$ cat config.mk
export PLATFORM = sky130hd
export DESIGN_NAME = ctle_step_monitor
export DESIGN_NICKNAME = d
export VERILOG_FILES = /design/src/rtl/ctle_step_monitor.sv
export SDC_FILE = /design/constraint.sdc
export NUM_CORES = 1
export LEC_CHECK = 0
export ABC_AREA = 1
export BUFFER_PORTS_ARGS = -buffer_cell sky130_fd_sc_hd__buf_2
export CAP_MARGIN = 5
export CELL_PAD_IN_SITES_DETAIL_PLACEMENT = 1
export CELL_PAD_IN_SITES_GLOBAL_PLACEMENT = 1
export CORE_MARGIN = 1.5
export CORE_UTILIZATION = 41
export CTS_CLUSTER_DIAMETER = 30
export DETAILED_ROUTE_END_ITERATION = 10
export PLACE_DENSITY = 0.87
export RECOVER_POWER = 50
export SLEW_MARGIN = 30
export SYNTH_ARGS = -nofsm -noshare
export SYNTH_HDL_FRONTEND = slang
export SYNTH_SLANG_ARGS = --single-unit
export TNS_END_PERCENT = 10
$ cat constraint.sdc
create_clock -name emu_clk -period 9.4 [get_ports emu_clk]
set_input_delay 0.94 -clock emu_clk [delete_from_list [all_inputs] [get_ports emu_clk]]
set_output_delay 0.94 -clock emu_clk [all_outputs]
set_load 0.1 [all_outputs]
$ cat src/rtl/ctle_step_monitor.sv
// ---------------------------------------------------------------------------
// ctle_step_monitor
//
// Observer on the output side of the emulated CTLE path. It watches the
// differential input (in_p - in_n) for steps. When it sees a step it captures
// a fixed window of the differential output (out_p - out_n). It then reports
// four values over a valid/ready handshake:
//   - the output just before the step
//   - the peak excursion
//   - the settled (last) output
//   - the input step size
// One emu_clk cycle corresponds to one 10 ps emulator timestep.
//
// Ports:
//   emu_clk        emulator clock, all state updates on its rising edge
//   emu_rst        synchronous active-high reset
//   in_p, in_n     CTLE differential input, signed WIDTH bits
//   out_p, out_n   CTLE differential output, signed WIDTH bits
//   res_valid      result record available (state REPORT)
//   res_ready      consumer accepts the record when res_valid && res_ready
//   res_din_delta  din after the step minus din before the step
//   res_pre        vod one cycle before detection
//   res_peak       window sample with the largest |vod - res_pre|
//   res_final      last window sample
//   busy           high while capturing or reporting
//   restart_cnt    steps that restarted a capture in progress (saturating)
//   drop_cnt       steps ignored while reporting (saturating)
// ---------------------------------------------------------------------------
module ctle_step_monitor #(
    parameter int WIDTH       = 18,
    parameter int WINDOW      = 90,
    parameter int STEP_THRESH = 256,
    parameter int DROP_W      = 8
) (
    input  logic                    emu_clk,
    input  logic                    emu_rst,
    input  logic signed [WIDTH-1:0] in_p,
    input  logic signed [WIDTH-1:0] in_n,
    input  logic signed [WIDTH-1:0] out_p,
    input  logic signed [WIDTH-1:0] out_n,
    output logic                    res_valid,
    input  logic                    res_ready,
    output logic signed [WIDTH:0]   res_din_delta,
    output logic signed [WIDTH:0]   res_pre,
    output logic signed [WIDTH:0]   res_peak,
    output logic signed [WIDTH:0]   res_final,
    output logic                    busy,
    output logic [DROP_W-1:0]       restart_cnt,
    output logic [DROP_W-1:0]       drop_cnt
);

    localparam int              CNT_W    = 16;
    localparam logic [CNT_W-1:0] CNT_LAST = CNT_W'(WINDOW - 1);
    localparam logic [WIDTH+1:0] THRESH_V = (WIDTH+2)'(STEP_THRESH);
    localparam logic [DROP_W-1:0] CNT_SAT = '1;

    typedef enum logic [1:0] {
        ST_IDLE    = 2'd0,
        ST_CAPTURE = 2'd1,
        ST_REPORT  = 2'd2
    } state_t;

    state_t r_state;
    state_t w_state_next;

    // Registered history and capture state
    logic signed [WIDTH:0]   r_din_q;
    logic signed [WIDTH:0]   r_vod_q;
    logic signed [WIDTH:0]   r_pre;
    logic signed [WIDTH:0]   r_delta;
    logic signed [WIDTH:0]   r_peak;
    logic signed [WIDTH:0]   r_final;
    logic signed [WIDTH:0]   r_max;
    logic signed [WIDTH:0]   r_min;
    logic [CNT_W-1:0]        r_cnt;
    logic [DROP_W-1:0]       r_restart_cnt;
    logic [DROP_W-1:0]       r_drop_cnt;

    // Combinational datapath
    logic signed [WIDTH:0]   w_din;
    logic signed [WIDTH:0]   w_vod;
    logic signed [WIDTH+1:0] w_diff;
    logic [WIDTH+1:0]        w_diff_mag;
    logic                    w_step;
    logic signed [WIDTH:0]   w_max_upd;
    logic signed [WIDTH:0]   w_min_upd;
    logic signed [WIDTH+1:0] w_pos_exc;
    logic signed [WIDTH+1:0] w_neg_exc;
    logic signed [WIDTH:0]   w_peak_sel;

    // FSM strobes
    logic w_start;
    logic w_finish;
    logic w_restart;
    logic w_drop;

    // Sign-extend before subtracting so the difference can never wrap.
    assign w_din = {in_p[WIDTH-1], in_p} - {in_n[WIDTH-1], in_n};
    assign w_vod = {out_p[WIDTH-1], out_p} - {out_n[WIDTH-1], out_n};

    // The step magnitude needs one more bit than din. As an unsigned
    // WIDTH+2 value, the negation of the most negative difference
    // still fits.
    assign w_diff     = {w_din[WIDTH], w_din} - {r_din_q[WIDTH], r_din_q};
    assign w_diff_mag = w_diff[WIDTH+1] ? (~w_diff + 1'b1) : w_diff;
    assign w_step     = (w_diff_mag >= THRESH_V);

    // Extremes including the current sample. The finishing edge needs
    // them, so the peak decision sees the last sample as well.
    assign w_max_upd = (w_vod > r_max) ? w_vod : r_max;
    assign w_min_upd = (w_vod < r_min) ? w_vod : r_min;
    assign w_pos_exc = {w_max_upd[WIDTH], w_max_upd} - {r_pre[WIDTH], r_pre};
    assign w_neg_exc = {r_pre[WIDTH], r_pre} - {w_min_upd[WIDTH], w_min_upd};
    // ">=" makes a tie resolve to the positive extreme.
    assign w_peak_sel = (w_pos_exc >= w_neg_exc) ? w_max_upd : w_min_upd;

    // State register
    always_ff @(posedge emu_clk) begin
        if (emu_rst) begin
            r_state <= ST_IDLE;
        end else begin
            r_state <= w_state_next;
        end
    end

    // Next-state logic and strobes
    always_comb begin
        w_state_next = r_state;
        w_start      = 1'b0;
        w_finish     = 1'b0;
        w_restart    = 1'b0;
        w_drop       = 1'b0;
        case (r_state)
            ST_IDLE: begin
                if (w_step) begin
                    w_start      = 1'b1;
                    w_state_next = ST_CAPTURE;
                end
            end
            ST_CAPTURE: begin
                // A new step restarts the window, even on the last cycle.
                if (w_step) begin
                    w_start   = 1'b1;
                    w_restart = 1'b1;
                end else if (r_cnt == CNT_LAST) begin
                    w_finish     = 1'b1;
                    w_state_next = ST_REPORT;
                end
            end
            ST_REPORT: begin
                // A step is dropped here, including on the handshake cycle.
                w_drop = w_step;
                if (res_ready) begin
                    w_state_next = ST_IDLE;
                end
            end
            default: begin
                w_state_next = ST_IDLE;
            end
        endcase
    end

    // Datapath and counters
    always_ff @(posedge emu_clk) begin
        if (emu_rst) begin
            r_din_q       <= '0;
            r_vod_q       <= '0;
            r_pre         <= '0;
            r_delta       <= '0;
            r_peak        <= '0;
            r_final       <= '0;
            r_max         <= '0;
            r_min         <= '0;
            r_cnt         <= '0;
            r_restart_cnt <= '0;
            r_drop_cnt    <= '0;
        end else begin
            r_din_q <= w_din;
            r_vod_q <= w_vod;

            if (w_start) begin
                r_pre   <= r_vod_q;
                // The reported delta keeps the low WIDTH+1 bits of the
                // difference.
                r_delta <= w_diff[WIDTH:0];
                r_cnt   <= '0;
                r_max   <= w_vod;
                r_min   <= w_vod;
            end else if (r_state == ST_CAPTURE) begin
                r_max <= w_max_upd;
                r_min <= w_min_upd;
                r_cnt <= r_cnt + 1'b1;
                if (w_finish) begin
                    r_final <= w_vod;
                    r_peak  <= w_peak_sel;
                end
            end

            if (w_restart && (r_restart_cnt != CNT_SAT)) begin
                r_restart_cnt <= r_restart_cnt + 1'b1;
            end
            if (w_drop && (r_drop_cnt != CNT_SAT)) begin
                r_drop_cnt <= r_drop_cnt + 1'b1;
            end
        end
    end

    // Record fields change only when a capture starts or finishes.
    // Neither happens in REPORT, so the record holds until the handshake.
    assign res_valid     = (r_state == ST_REPORT);
    assign busy          = (r_state != ST_IDLE);
    assign res_din_delta = r_delta;
    assign res_pre       = r_pre;
    assign res_peak      = r_peak;
    assign res_final     = r_final;
    assign restart_cnt   = r_restart_cnt;
    assign drop_cnt      = r_drop_cnt;

endmodule

# After elaboration in Yosys (flattened, before gate mapping)
# Index checks and enable logic that the tools add are counted.
# word_totals
regBits	186
input_bits	75
out_inout_bits	94
word_cells	65
# op_classes
n_addsub	9
magnitude_cmp	4
eq_ne	9
mux	20
n_bitwise	2
n_reduce_logical	9
# ops
cell	n
$mux 19	7
$sub 19x19->20	3
$sub 18x18->19	2
$add 20x1->20 const B	1
$ge 20x20->1	1
$ge 20x9->1 const B	1
$mux 20	1
$not 20->20	1
$gt 19x19->1	1
$lt 19x19->1	1
$add 16x1->16 const B	1
$add 8x1->8 const B	2
$eq 16x7->1 const B	1
$ne 8x8->1 const B	2
$mux 2	4
$mux 1	7
$ne 2x2->1 const B	3
$pmux 2 s3	1
$reduce_and 4->1	1
$reduce_bool 2->1	2
$reduce_or 2->1	2
$reduce_and 3->1	1
$eq 2x1->1 const B	1
$eq 2x2->1 const B	1
other kinds (4)	5

# Logic depth before layout (Yosys ltp)
# Gate-level depths: netlist of run 1.
# logic_depth
depth_word	10
depth_mapped	56
mapped_depth_nobuf	55

# Worst setup path before layout of run 1
# Ideal clock, no wire load.
# synth_timing
path_type	in2reg
start	input out_p[0]
end	register r_peak[11] (netlist: res_peak[11])
setup_time_ns	0.113
arrival_time_ns	8.354
required_ns	9.287
path_slack_ns	0.933
stages	56
path_buffers	2
cell_sequence	inv_1 ha_1 fa_1 inv_1 nand3_1 nand2_1 nand2_1 o211ai_1 nand3_1 nand2_1 nand3_1 nand2_1 a21oi_1 xor2_1 inv_1 ha_1 nand2_1 inv_1 [... 20 more ...] o21ai_0 nand2_1 nand2_1 nand2_1 inv_1 ha_1 nand4_1 nor3_1 nand3_1 a31o_2 o2111ai_1 or2_2 nand3_1 clkbuf_1 nand2_1 o21ai_0 nor2_1 nor2_1
# synth_via
elab_chain_cells	6
elab_cells_between_ends	9
cone_classes	3 x add/sub; 3 x order compare; 3 x mux
# synth_lines
element	line_no	source
from (decl)	39	input logic signed [WIDTH-1:0] out_p,
$sub 18x18->19 (*)	99	assign w_vod = {out_p[WIDTH-1], out_p} - {out_n[WIDTH-1], out_n};
named net w_vod[16]	81	logic signed [WIDTH:0] w_vod;
$gt 19x19->1 / $lt 19x19->1 (equally long branches)	110, 111	
$mux 19 (on tied branches)	110, 111	
$sub 19x19->20 (on tied branches)	112, 113	
$ge 20x20->1	115	assign w_peak_sel = (w_pos_exc >= w_neg_exc) ? w_max_upd : w_min_upd;
$mux 19 (*)	115	
to (signal assigned)	195	r_peak <= w_peak_sel;
to (decl)	71	logic signed [WIDTH:0] r_peak;
# The timed path passes the listed nets; every way through them passes the cells marked *.
# A chain may end at the register's enable or synchronous reset.

# Final worst setup path of run 1
# layout_timing
start	input out_p[0]
end	register r_peak[8] (netlist: res_peak[8])
# Same word-level chain as after synthesis.

==> flow_summary.yaml, run 1 <==
outcome:
  outcome: "finished with violations"
  violations: "capacitance limit, slew limit"
detailed_routing:
  num_vias: 15900
  drtIter0Drc: 720
  drtAntennaViolNets: 0
  route.met2.wl_um: 23700
  vias_per_cell: 5.36
  wire_per_inst_um: 17.1
  drc: 0
  route.top_layer_used: "met4"
  dr.pass1.iters: 5
  wirelength_um: 50800
  dr_wl_met3_um: 2810
  drt-met1-wl_um: 22900
worst_setup_path:
  rr_endpoint: "res_peak[0]"
  cp_max_fo: 24
  cpPeakStageDelay_ns: 0.42
  cp.arrival_ns: 9.18
  critPathLaunchType: "input pin"
  critical_path_class: "in2reg"
  reg2regPathDepth: 43
  timing.critical_path.mode_cell: "nand2_1"
  reg2reg_setup_slack_ns: 2.70
  timing.rr.start: "r_min[4]"
  required_ns: 9.75
  slowest_stage: "ha_1"
  cp-end-kind: "flop"
worst_hold_path:
  hold_depth: 2
  hp-class: "reg2reg"
  worstHoldStart: "res_din_delta[7]"
  min_to: "res_din_delta[7]"
pwr:
  ir_drop_mv: 0.290
  clkPwrFrac_pct: 14.6
  powerDensity_mw_per_mm2: 317
  power_switching_mw: 2.87
  internal_power_mw: 2.45
  pwr-share-seq_pct: 17.3
  totalPowerFinal_mw: 5.33
  leakage_nw: 8.58
  comb_power_share_pct: 68.1
  power_switching_share_pct: 53.9
synth:
  synthTopCellsByArea: "dfxtp_1, nand2_1, ha_1, inv_1, nor2_1"
  syn_inst: 2329
  yosysWarnings: 0
  syn_area_mm2: 0.0148
  syn_avg_cell_area_um2: 6.37
  synth_edf_count: 0
  synth_top_area_share_pct: 25.1
  synthArstFlopShare_pct: 0
  post-synth-top-area-cell: "dfxtp_1"
  netlist_top_cells_count: "nand2_1, inv_1, nor2_1"
  syn_nets: 2563
  seq_area_frac_synth_pct: 25.1
  synth_ff_type: "dfxtp_1"
  ys_seq_elements: 186
  ys_types: 49
  yosysMostFrequentCell: "nand2_1"
timing:
  period_needed_ns: 8.83
  finalWorstSetupSlack_ns: 0.573
  finClkSkew_ns: 0.0172
  relSlewSlack_pct: -49.0
  slew_violations: 83
  fin_tns_setup_ns: 0
  hold_viol: 0
  max_freq_mhz: 113
  fin_hold_ws_ns: 0.491
  tightestPinTransition_ns: 2.24
  setup_violations: 0
  post-route-period-util_pct: 93.9
floorplanning:
  die_w_um: 193
  initial_core_util_pct: 41.7
  fp.coreArea_mm2: 0.0356
  die_area_mm2: 0.0373
  pin_count: 169
  rows: 69
  die_height_um: 193
job:
  drv_cap: 2
clock_tree:
  path_clk_slew_ns: 0.07
  cts_htree_levels: 4
  cts_tree: "done"
  clock-sinks: 186
  cts-root-buf: "clkbuf_16"
  clock_latency_ns: 0.47
  clock_path_buffers: 2
  cts_made_buffers: 17
placement:
  placedCellCount: 2942
  dp_hpwl_um: 39200
  gp_congestion: 0.947
  io_buffers: 168
  dp_worst_setup_slack_ns: -0.325
  post_dp_cell_area_mm2: 0.0163
grt:
  grt_overflow_total: 0
  grt_start_max_net_pins: 94
  grt_pass1_wl_um: 82100
  antenna_found_initial: 0
  gr-usage-all-layers_pct: 27.7
  first_global_vias: 16300
cells_and_area:
  fin_area_mm2: 0.0168
  areaGrowthSynthToFinish_pct: 13.3
  num-nets-final: 2735
  antennaDiodeCount: 0
  final_util_pct: 47.2
  fin_cells: 2975
  drive_gt1_share_pct: 7.88
==> critical path, delay by kind of cell <==
family	cells	cell delay, ns
XOR/XNOR	1	0.28
buffers and inverters	6	0.69
AND/OR/NAND/NOR	32	3.52
adder cells (fa/ha/maj)	5	1.73
AO/OA/AOI/OAI	12	1.98
==> placed cells by master (no fill, tap or decap), drive strengths merged, types with 2 or more instances in the layout <==
cell type,n
nand2,560
inv,413
nor2,244
dfxtp,186
a21oi,164
ha,154
o21ai,152
nand3,144
buf,127
clkbuf,114
nand4,64
xor2,56
nor3,29
xnor2,27
a31oi,10
a21o,7
clkinv,7
nor4,6
nand3b,6
a211oi,6
fa,5
a21boi,5
o21bai,4
or2,4
o211ai,3
nor3b,3
o311ai,2
a31o,2
o31ai,2
bufinv,2
==> layer usage <==
layer	vias up	track usage, %
li1	7787	-
met1	7626	35.3
met2	428	46.7
met3	102	4.78
met4	0	10.1
met5	-	0
==> registers in the layout, summed over array words and instances, names as in the netlist <==
name and flops:
r_din_q 19, r_max 19, r_min 19, r_vod_q 19, res_din_delta 19, res_final 19
res_peak 19, res_pre 19, r_cnt 16, drop_cnt 8, restart_cnt 8, r_state 2
==> power groups by stage <==
stage | clock [mW] | combinational, mW | sequential (mW)
detailed placement | 0 | 3.48 | 0.935
floorplan | 0 | 2.21 | 1.17
global route | 0.820 | 4.04 | 0.928
finish | 0.778 | 3.63 | 0.919
global placement | 0 | 3.33 | 0.932
CTS | 0.791 | 3.55 | 0.918
==> worst max path at each step <==
stage | from | endpoint | slack, ns
after floorplan | out_p[0] | res_peak[11] | 0.93
after global placement | out_p[0] | res_peak[0] | 0.11
after detailed placement | out_p[0] | res_peak[0] | -0.32
after CTS | out_p[0] | res_peak[8] | 0.08
after global routing | out_p[0] | res_peak[0] | -0.17
final | out_p[0] | res_peak[8] | 0.57
==> cell type report <==
| class | count | area [um^2] |
|---|---|---|
| Timing Repair Buffer | 224 | 1140 |
| Sequential cell | 186 | 3720 |
| Fill cell | 4925 | 18800 |
| Tap cell | 461 | 577 |
| Clock buffer | 17 | 425 |
| Clock inverter | 15 | 180 |
| Multi-Input combinational cell | 1665 | 9230 |
| Inverter | 407 | 1530 |
==> cell families after synthesis <==
| logic type | share of synthesized area [%] |
|---|---|
| buf+inv | 12.8 |
| simple gates | 30.5 |
| fa+ha+maj | 13.7 |
| compound gates | 13.0 |
| xor+xnor | 4.95 |
| flops | 25.1 |
==> what timing repair did <==
| action | in CTS | in global routing |
|---|---|---|
| hold buffers | 0 | 0 |
| setup endpoints to repair | 0 | 19 |
| resized for setup | 0 | 24 |
| buffers inserted | 0 | 1 |
(Power assumes the default switching activity.)
==> inputs of run 2 (changes only) <==
==> constraint.sdc (replaced) <==
create_clock -name emu_clk -period 9.55 [get_ports emu_clk]
set_input_delay 0.955 -clock emu_clk [delete_from_list [all_inputs] [get_ports emu_clk]]
set_output_delay 0.955 -clock emu_clk [all_outputs]
set_load 0.1 [all_outputs]
==> flow_summary.yaml, run 2 (same netlist as run 1, synthesis figures left out) <==
outcome:
  outcome: "finished with violations"
  violations: "capacitance limit, slew limit"
timing:
  setup_violations: 0
  hold_viol: 0
  relSlewSlack_pct: -45.7
  max_freq_mhz: 112
  post-route-period-util_pct: 93.6
  tightestPinTransition_ns: 2.18
  slew_violations: 83
  period_needed_ns: 8.94
  finClkSkew_ns: 0.0158
floorplanning:
  initial_core_util_pct: 41.7
  fp.coreArea_mm2: 0.0356
  die_area_mm2: 0.0373
  rows: 69
  die_w_um: 193
  pin_count: 169
  die_height_um: 193
worst_setup_path:
  critical_path_class: "in2reg"
  critPathLaunchType: "input pin"
  cp.arrival_ns: 9.29
  slowest_stage: "ha_1"
  required_ns: 9.90
  path_delay_family: "simple AND/OR/NAND/NOR gates"
  cpPeakStageDelay_ns: 0.45
  cp-end-kind: "flop"
  cp_max_fo: 16
  timing.critical_path.mode_cell: "nand2_1"
  path_buf_inv: 6
worst_hold_path:
  hp-class: "reg2reg"
detailed_routing:
  drtAntennaViolNets: 0
  vias_per_cell: 5.34
  dr.pass1.iters: 5
  drc: 0
  wire_per_inst_um: 17.0
  num_vias: 15800
  drtIter0Drc: 897
  wirelength_um: 50500
cells_and_area:
  mostFrequentLayoutCell: "nand2_1"
  drive_gt1_share_pct: 7.62
  areaGrowthSynthToFinish_pct: 12.8
  num-nets-final: 2730
  antennaDiodeCount: 0
  fillers: 4933
  fin_area_mm2: 0.0167
  ff_latch_area_mm2: 0.00372
  multi_input_area_mm2: 0.00923
  layout_common_cells: "nand2_1, inv_1, nor2_1"
clock_tree:
  ctsHoldBuffers: 0
  cts_tree: "done"
  clock_latency_ns: 0.46
  clock_path_buffers: 2
  cts-root-buf: "clkbuf_16"
  cts_htree_levels: 4
  cts_made_buffers: 17
  path_clk_slew_ns: 0.07
  clock-sinks: 186
placement:
  dp_hpwl_um: 39400
  gp_congestion: 0.961
  post_dp_cell_area_mm2: 0.0163
  io_buffers: 168
grt:
  grt_overflow_total: 0
  grt_start_max_net_pins: 81
  first_global_vias: 16100
  gr-usage-all-layers_pct: 27.2
  grt_pass1_wl_um: 80900
  antenna_found_initial: 2
pwr:
  leakage_nw: 8.52
  powerDensity_mw_per_mm2: 310
  totalPowerFinal_mw: 5.19
  ir_drop_mv: 0.254
job:
  drv_cap: 2
-- run 2: path summary, 6_finish.rpt --
kind	startpoint	endpoint	slack (ns)	depth (start not counted)
worst max register to register	r_min[4]	res_peak[0]	2.74	42
worst max-delay path	out_p[5]	res_peak[0]	0.61	50
worst min register to register	res_din_delta[16]	res_din_delta[16]	0.49	2
worst min-delay path	res_din_delta[16]	res_din_delta[16]	0.49	2
-- run 2: power breakdown --
group | total (mW) | internal (mW) | switching (mW)
logic | 3.57 | 1.14 | 2.43
clock network | 0.719 | 0.377 | 0.343
registers | 0.906 | 0.855 | 0.0513
-- run 2: cell type report --
type | count | area share, %
Sequential cell | 186 | 22.3
Multi-Input combinational cell | 1665 | 55.2
Inverter | 407 | 9.13
Clock inverter | 11 | 0.665
Clock buffer | 20 | 2.73
Timing Repair Buffer | 219 | 6.62
Tap cell | 461 | 3.45
-- run 2: worst reg2reg max path: cells and delay by family, from the launching register on --
| family | cells | cell delay (ns) |
|---|---|---|
| AO/OA/AOI/OAI | 13 | 2.21 |
| AND/OR/NAND/NOR | 20 | 2.19 |
| adder cells (fa/ha/maj) | 4 | 1.31 |
| buffers and inverters | 4 | 0.46 |
| flip-flops | 1 | 0.43 |
| XOR/XNOR | 1 | 0.09 |
-- run 2: repair_timing --
item | CTS | global route
gates resized for setup | 0 | 22
buffers inserted | 0 | 1
endpoints found under the setup margin | 0 | 19
-- run 2: routing by layer --
layer  track usage [%]  up-vias  wire length [um]
li1                  -     7786                 -
met1              35.8     7559             23400
met2              45.9      426             23400
met3              4.05       71              2700
met4              8.22        0               960
met5                 0        -                 0
-- run 2: through the flow --
stage / TNS [ns] / setup slack (ns) / hold WS, ns / instances / util (%)
after floorplan: 0 / 1.07 / 0.457 / 2329 / -
after global placement: 0 / 0.217 / 0.458 / 2937 / 45.7
final: 0 / 0.608 / 0.488 / 2969 / 47.0
after detailed placement: -5.06 / -0.327 / 0.470 / 2937 / 45.7
after CTS: 0 / 0.125 / 0.486 / 2968 / 47.3
after global routing: -0.00335 / -0.00335 / 0.501 / 2969 / 47.0
==> inputs of run 3 (changes only) <==
--- a/config.mk
+++ b/config.mk
@@ -11,10 +11,10 @@
 export CELL_PAD_IN_SITES_DETAIL_PLACEMENT = 1
 export CELL_PAD_IN_SITES_GLOBAL_PLACEMENT = 1
 export CORE_MARGIN = 1.5
-export CORE_UTILIZATION = 41
+export CORE_UTILIZATION = 42
 export CTS_CLUSTER_DIAMETER = 30
 export DETAILED_ROUTE_END_ITERATION = 10
-export PLACE_DENSITY = 0.87
+export PLACE_DENSITY = 0.88
 export RECOVER_POWER = 50
 export SLEW_MARGIN = 30
 export SYNTH_ARGS = -nofsm -noshare
==> flow_summary.yaml, run 3 (same netlist as run 1, synthesis figures left out) <==
timing:
  tightestPinTransition_ns: 3.86
  max_freq_mhz: 112
  setup_violations: 0
  period_needed_ns: 8.91
  hold_viol: 0
  post-route-period-util_pct: 93.3
  fin_tns_setup_ns: 0
  slew_violations: 111
  relSlewSlack_pct: -157
  finClkSkew_ns: 0.0135
  finalWorstSetupSlack_ns: 0.637
detailed_routing:
  wire_per_inst_um: 17.7
  num_vias: 16100
  dr.pass1.iters: 5
  vias_per_cell: 5.43
  dr_wl_met3_um: 3330
  drc: 0
  drtIter0Drc: 1131
  route.met2.wl_um: 24300
  drt-met1-wl_um: 23500
  route.top_layer_used: "met5"
  drtAntennaViolNets: 0
  wirelength_um: 52600
cells_and_area:
  fin_area_mm2: 0.0168
  num-nets-final: 2733
  areaGrowthSynthToFinish_pct: 13.3
  layout_common_cells: "nand2_1, inv_1, nor2_1"
  mostFrequentLayoutCell: "nand2_1"
  drive_gt1_share_pct: 7.80
  fin_cells: 2968
pwr:
  power_switching_mw: 2.87
  pwr-share-seq_pct: 17.1
  leakage_nw: 8.57
  totalPowerFinal_mw: 5.30
  ir_drop_mv: 0.411
  power_switching_share_pct: 54.2
  powerDensity_mw_per_mm2: 316
  internal_power_mw: 2.43
  comb_power_share_pct: 68.4
  clkPwrFrac_pct: 14.5
placement:
  dp_worst_setup_slack_ns: -0.0910
  gp_congestion: 0.966
  io_buffers: 168
  dp_hpwl_um: 39900
  placedCellCount: 2933
  post_dp_cell_area_mm2: 0.0163
floorplanning:
  pin_count: 169
  die_w_um: 191
  rows: 68
  initial_core_util_pct: 42.8
  die_height_um: 191
  die_area_mm2: 0.0364
  fp.coreArea_mm2: 0.0346
grt:
  grt_overflow_total: 0
  first_global_vias: 16600
  gr-usage-all-layers_pct: 29.0
  grt_pass1_wl_um: 84200
  grt_start_max_net_pins: 94
  antenna_found_initial: 2
clock_tree:
  clock_path_buffers: 2
  cts_htree_levels: 4
  clock-sinks: 186
  cts-root-buf: "clkbuf_16"
  ctsHoldBuffers: 0
  cts_made_buffers: 17
  path_clk_slew_ns: 0.08
  clock_latency_ns: 0.46
  cts_tree: "done"
worst_setup_path:
  required_ns: 9.90
  cp.arrival_ns: 9.26
  critical_path_class: "in2reg"
  slowest_stage: "xnor2_1"
  timing.critical_path.mode_cell: "nand2_1"
  cp_max_fo: 37
  cp-end-kind: "flop"
  critPathLaunchType: "input pin"
  cpPeakStageDelay_ns: 0.44
outcome:
  violations: "capacitance limit, slew limit"
  outcome: "finished with violations"
job:
  drv_cap: 2
worst_hold_path:
  hp-class: "reg2reg"
==> run 3: what timing repair did <==
item / CTS / global route
gates resized for setup: 0 / 18
setup endpoints to repair: 0 / 19
setup buffers: 0 / 2
==> run 3: critical path: cells and delay by family <==
kind	cells	cell delay (ns)
buffers and inverters	6	0.83
adders and majority gates	5	1.70
and+or+nand+nor	21	2.48
AOI/OAI and AO/OA	15	2.75
xor gates and xnor gates	2	0.53
==> run 3: worst paths after layout <==
path | start | depth (start not counted) | slack (ns) | end
min | res_din_delta[3] | 2 | 0.48 | res_din_delta[3]
max | out_p[2] | 49 | 0.64 | res_peak[0]
max reg2reg | r_min[6] | 43 | 2.47 | res_peak[0]
min reg2reg | res_din_delta[3] | 2 | 0.48 | res_din_delta[3]
==> run 3: through the flow <==
stage	hold slack (ns)	util [%]
floorplan	0.457	-
global placement	0.459	47.0
detailed placement	0.472	47.0
CTS	0.490	48.7
global route	0.508	48.5
finish	0.484	48.5
==> run 3: power groups by stage <==
stage / combinational [mW] / clock, mW / sequential, mW
2_1_floorplan: 2.17 / 0 / 1.15
3_3_place_gp: 3.31 / 0 / 0.916
3_5_place_dp: 3.48 / 0 / 0.922
4_1_cts: 3.55 / 0.776 / 0.905
5_1_grt: 3.98 / 0.807 / 0.915
6_report: 3.62 / 0.769 / 0.907
==> run 3: cell type report <==
cell class / count / area [um^2]
tap: 455 / 569
fill: 4750 / 17800
clock buffer: 18 / 429
multi-input combinational: 1665 / 9230
antenna: 1 / 2.50
clock inverter: 14 / 179
sequential: 186 / 3720
inverter: 407 / 1530
timing repair buffer: 222 / 1140
==> run 3: metal layers <==
layer,track usage [%],up-vias
met5,0,-
met4,9.36,2
met3,4.88,106
met2,48.4,507
met1,37.8,7719
li1,-,7789
